--- src/rtl/dateinfo_seq.sv ---
// Sequencer for the three-phase date-info pipeline: it snapshots a BCD date, feeds
// date/month/year on consecutive enable cycles and captures the pipeline results.
module dateinfo_seq #(
   parameter bit CHECK_RANGE = 1'b1
) (
   input  logic       clk,
   input  logic       rst_n,
   input  logic       req,
   input  logic       auto_en,
   input  logic [7:0] date_in,
   input  logic [7:0] month_in,
   input  logic [7:0] year_in,
   output logic       dinfo_ena,
   output logic [7:0] dinfo_data,
   input  logic [2:0] dinfo_day,
   input  logic       dinfo_leap,
   input  logic [7:0] dinfo_dim,
   output logic       busy,
   output logic       done,
   output logic [1:0] err,
   output logic [2:0] day,
   output logic       leap_year,
   output logic [7:0] days_in_month
);

   typedef enum logic [2:0] {IDLE, FEED_D, FEED_M, FEED_Y, CAPTURE} state_t;

   state_t     state;
   logic [7:0] snap_date, snap_month, snap_year;
   logic [7:0] last_date, last_month, last_year;
   logic       start;
   logic       bad_in;

   function automatic logic malformed(input logic [7:0] d, input logic [7:0] m,
                                      input logic [7:0] y);
      logic nib_bad;
      nib_bad = (d[7:4] > 4'd9) || (d[3:0] > 4'd9) ||
                (m[7:4] > 4'd9) || (m[3:0] > 4'd9) ||
                (y[7:4] > 4'd9) || (y[3:0] > 4'd9);
      return nib_bad || (m < 8'h01) || (m > 8'h12) || (d < 8'h01) || (d > 8'h31);
   endfunction

   // Last-processed registers reset to FF so the first auto compare always differs.
   always_comb begin
      start  = req || (auto_en &&
               ({date_in, month_in, year_in} != {last_date, last_month, last_year}));
      bad_in = CHECK_RANGE && malformed(date_in, month_in, year_in);
   end

   always_ff @(posedge clk) begin
      if (!rst_n) begin
         state         <= IDLE;
         dinfo_ena     <= 1'b0;
         dinfo_data    <= 8'h00;
         busy          <= 1'b0;
         done          <= 1'b0;
         err           <= 2'b00;
         day           <= 3'd0;
         leap_year     <= 1'b0;
         days_in_month <= 8'h00;
         snap_date     <= 8'h00;
         snap_month    <= 8'h00;
         snap_year     <= 8'h00;
         last_date     <= 8'hFF;
         last_month    <= 8'hFF;
         last_year     <= 8'hFF;
      end else begin
         done <= 1'b0;
         case (state)
            IDLE: begin
               if (start) begin
                  snap_date  <= date_in;
                  snap_month <= month_in;
                  snap_year  <= year_in;
                  if (bad_in) begin
                     done       <= 1'b1;
                     err        <= 2'b01;
                     last_date  <= date_in;
                     last_month <= month_in;
                     last_year  <= year_in;
                  end else begin
                     state      <= FEED_D;
                     busy       <= 1'b1;
                     dinfo_ena  <= 1'b1;
                     dinfo_data <= date_in;
                  end
               end
            end
            FEED_D: begin
               dinfo_data <= snap_month;
               state      <= FEED_M;
            end
            FEED_M: begin
               dinfo_data <= snap_year;
               state      <= FEED_Y;
            end
            FEED_Y: begin
               dinfo_ena  <= 1'b0;
               dinfo_data <= 8'h00;
               state      <= CAPTURE;
            end
            CAPTURE: begin
               // BCD compares correctly as plain unsigned bytes
               day           <= dinfo_day;
               leap_year     <= dinfo_leap;
               days_in_month <= dinfo_dim;
               err           <= (snap_date > dinfo_dim) ? 2'b10 : 2'b00;
               done          <= 1'b1;
               busy          <= 1'b0;
               last_date     <= snap_date;
               last_month    <= snap_month;
               last_year     <= snap_year;
               state         <= IDLE;
            end
            default: begin
               dinfo_ena  <= 1'b0;
               dinfo_data <= 8'h00;
               busy       <= 1'b0;
               state      <= IDLE;
            end
         endcase
      end
   end

endmodule
--- config.mk ---
export PLATFORM = sky130hd
export DESIGN_NAME = dateinfo_seq
export DESIGN_NICKNAME = d
export VERILOG_FILES = /design/src/rtl/dateinfo_seq.sv
export SDC_FILE = /design/constraint.sdc
export NUM_CORES = 1
export LEC_CHECK = 0
export CAP_MARGIN = 20
export CORE_MARGIN = 2
export CORE_UTILIZATION = 44
export CTS_BUF_LIST = sky130_fd_sc_hd__clkbuf_4
export DETAILED_ROUTE_END_ITERATION = 7
export GPL_TIMING_DRIVEN = 0
export HOLD_SLACK_MARGIN = 0.06
export PLACE_DENSITY = 0.65
export RECOVER_POWER = 25
export SYNTH_ARGS = -nofsm -noshare
export SYNTH_HDL_FRONTEND = slang
export SYNTH_SLANG_ARGS = --single-unit
--- constraint.sdc ---
create_clock -name clk -period 5.1 [get_ports clk]
set_input_delay 0.765 -clock clk [delete_from_list [all_inputs] [get_ports clk]]
set_output_delay 0.765 -clock clk [all_outputs]
set_load 0.02 [all_outputs]
==> results of run 1 <==
## worst register-to-register path: cells and delay by family, from the launching register on
family                 cells  cell delay [ps]
AOI/OAI and AO/OA          1              200
DFF                        1              340
buffers and inverters      4             1530
and+or+nand+nor            3              420
## registers in the layout, summed over array words and instances (netlist names)
| signal | count |
|---|---|
| state | 3 |
| last_date | 8 |
| dinfo_ena | 1 |
| snap_month | 8 |
| days_in_month | 8 |
| last_year | 8 |
| err | 2 |
| leap_year | 1 |
| done | 1 |
| last_month | 8 |
| busy | 1 |
| snap_date | 8 |
| snap_year | 8 |
| day | 3 |
| dinfo_data | 8 |
## routing by layer
metal | up-vias | part of all wire [%]
li1 | 1828 | -
met2 | 135 | 45
met1 | 1801 | 47
met4 | 0 | 2.4
met5 | - | 0
met3 | 28 | 5.8
## synth_stat cells (2+ instances only)
| library cell | instances |
|---|---|
| buf_2 | 6 |
| and3_1 | 2 |
| o21ai_0 | 14 |
| nor4_1 | 5 |
| a21boi_0 | 13 |
| nand4_1 | 3 |
| o211ai_1 | 2 |
| or4_1 | 2 |
| nor3_1 | 24 |
| or2_2 | 2 |
| xor2_1 | 24 |
| dfxtp_1 | 76 |
| nor2b_1 | 29 |
| nor2_1 | 22 |
| nand3b_1 | 18 |
| inv_1 | 12 |
| ha_1 | 8 |
| nand3_1 | 5 |
| a41oi_1 | 7 |
| buf_1 | 2 |
| mux2i_1 | 32 |
| a211oi_1 | 20 |
| nand2_1 | 32 |
| nor3b_1 | 42 |
| a21oi_1 | 15 |
| clkbuf_1 | 24 |
| buf_4 | 5 |
| a32o_1 | 8 |
## stage by stage
stage / worst slack (ps) / cell area (um2) / std cells / hold slack [ps] / total power, W
finish: 2020 / 5017 / 659 / 470.9 / 0.001165
global route: 1890 / 5017 / 659 / 485.0 / 0.001218
CTS: 2111 / 5017 / 659 / 476.9 / 0.001173
detailed placement: 1649 / 4901 / 643 / 456.3 / 0.0008421
global placement: 1684 / 4901 / 643 / 449.9 / 0.0008387
floorplan: 2664 / 4121 / 468 / 462.1 / 0.0007569
## final timing paths
kind | end | slack, ps | cells after the start
setup / recovery | dinfo_data[1]$_SDFFE_PN0P_ | 2020 | 7
hold / removal | days_in_month[3]$_SDFFE_PN0P_ | 470 | 2
setup reg to reg | last_month[3]$_SDFFE_PN1P_ | 2510 | 8
hold reg to reg | days_in_month[3]$_SDFFE_PN0P_ | 470 | 2
## kinds of logic after synthesis
group           after synthesis  synth area share [%]
xor+xnor                     25                 5.313
simple gates                188                 26.26
flops                        76                 36.92
buf+inv                      50                 5.374
compound gates               89                 15.94
fa+ha+maj                     8                 2.429
mux                          32                 7.772
## final cells by class
type                            count  area (um2)  share of cell area (%)
Sequential cell                    76        1521                   30.32
Multi-Input combinational cell    342        2379                   47.41
Inverter                           12       45.04                  0.8978
Timing Repair Buffer               64       640.6                   12.77
Clock inverter                      6       41.29                  0.8229
Tap cell                          111       138.9                   2.768
Clock buffer                       10       75.07                   1.496
Buffer                             38       176.4                   3.516
## power by group through the flow
stage / combinational (W) / sequential, W / clock (W)
global route: 0.000207 / 0.000647 / 0.000365
detailed placement: 0.000186 / 0.000656 / 0
floorplan: 0.000108 / 0.000649 / 0
global placement: 0.000183 / 0.000655 / 0
finish: 0.000189 / 0.000644 / 0.000332
CTS: 0.000187 / 0.000643 / 0.000342
## cells in the final DEF, fill, tap and decap left out, drive strengths merged, types with 7 or more instances in the layout
cell / n
dfxtp: 76
nand3b: 18
nor3b: 42
nor2b: 29
a32o: 8
a21boi: 13
nor3: 24
inv: 12
xor2: 24
nor2: 22
mux2i: 32
a41oi: 7
clkdlybuf4s50: 40
nand2: 32
clkbuf: 34
a21oi: 15
a211oi: 20
o21ai: 14
buf: 14
dlygate4sd3: 24
ha: 8
==> flow_summary.ini, run 1 <==
[final_layout]
syn_to_final_growth_pct = 21.74
drive_gt1_share_pct = 6.204
nFillCells = 905
final_util_pct = 54.82
insertedDiodeCount = 0
fin_nets = 591

[power]
power_density_nw_per_um2 = 232.1
switchingPower_w = 0.0003491
swShare_pct = 29.98
peakVddDrop_mv = 0.1088
seq_power_share_pct = 55.3
p_leak_nw = 1.825
p_int_w = 0.0008155
p_clk_share_pct = 28.5
pwr-share-comb_pct = 16.2

[clock_network]
cts_tree = yes
cts_htree_levels = 3
cts_resized = 0
ctsHoldBuffers = 0
path_clk_slew_ps = 130
postCtsSetupBuffers = 0
cts_buffers = 9
cts.sinks = 76
worstSkewPairLatency_ps = 440
ctsRootBufferMaster = clkbuf_4
cts_buffer_depth = 2

[worst_setup_path]
worst_setup_path_end_kind = flop
critPathKind = input pin to flop
critPathMaxFanout = 8
arrival_ps = 3460
crit_buf_inv = 1
worst_path_max_delay_cell = a41oi_1
cpPeakStageDelay_ps = 670
startpoint = date_in[2]
start_kind = input pin
cp_top_family = simple AND/OR/NAND/NOR gates
cp.required_ps = 5480
critical_path.cell_chain = clkdlybuf4s50_1, xor2_1, nor4_1, nand4_1, or2_1, a41oi_1, a32o_1
rr_startpoint = state[1]$_SDFFE_PN0P_

[yosys]
synth_seq_cells = 76
synth-edff-count = 0
ys_types = 42
syn_area_per_cell_um2 = 8.807
synthCells = 468
synth_nets = 516
yosysWarnings = 0
async_reset_ff_share_pct = 0
synth_top_cells_by_area = dfxtp_1 37%, mux2i_1 7.8%, nor3b_1 7.7%, xor2_1 5.1%, nor2b_1 4.4%
synth_area_um2 = 4121
yosys.area.top_type = dfxtp_1
synth_top_area_share_pct = 36.92
synth_ff_type = dfxtp_1
seq_area_frac_synth_pct = 36.92

[detailed_routing]
drt_iter0_markers = 317
drc_errors = 0
vias = 3792
wl_per_cell_um = 18.52
ant_nets = 0
drt-total-wl_um = 12210
viasPerCell = 5.754
dr.pass1.iters = 5

[grt]
grt_pass1_vias = 3694
busiest_layer = met2
antenna_found_initial = 0
grt_overflow_total = 0
grt_max_degree = 14
gr-usage-met1_pct = 34.79
track_usage_pct = 24.87
grt_use_met3_pct = 3.883
met2_usage_pct = 38.10
grt_pass1_wl_um = 19510

[die]
die_w_um = 100.8
fp-row-count = 35
start_util_pct = 45.03
die_h_um = 100.8
io_pins = 65
core_um2 = 9153
die_area_um2 = 10160

[sta]
finalClockSkew_ps = 20.71
period_needed_ps = 3080
slew_headroom_pct = 47.72
final.setup.tns_ps = 0
setup_viol = 0
hold_viol = 0
max_freq_ghz = 0.3247
grt_setup_unrepaired = no
min_period_over_period_pct = 60.39
max_slew.worst_pin.slew_ps = 774.0
slew_viol_final = 0

[placement]
dp_hpwl_um = 8857
io_buffers = 64
gp_routability_congestion = 0.8831

[outcome]
status = complete, no violations

[worst_hold_path]
hold_path_class = flop to flop
hp-start = days_in_month[3]$_SDFFE_PN0P_

[job]
max-cap-violations = 0
(Power assumes the default switching activity.)
==> inputs of run 2 (changes only) <==
==> constraint.sdc (replaced) <==
create_clock -name clk -period 3.2 [get_ports clk]
set_input_delay 0.48 -clock clk [delete_from_list [all_inputs] [get_ports clk]]
set_output_delay 0.48 -clock clk [all_outputs]
set_load 0.02 [all_outputs]
==> results of run 2 <==
Same layout as run 1 (identical final DEF). Status: complete, no violations.
Main changes from that run: setup slack after placement 1649 ps -> 33.79 ps; setup slack after layout 2020 ps -> 405.2 ps; register-to-register setup slack 2510 ps -> 610 ps; total power 0.001165 W -> 0.001856 W; worst IR drop on VDD 0.1088 mV -> 0.1734 mV
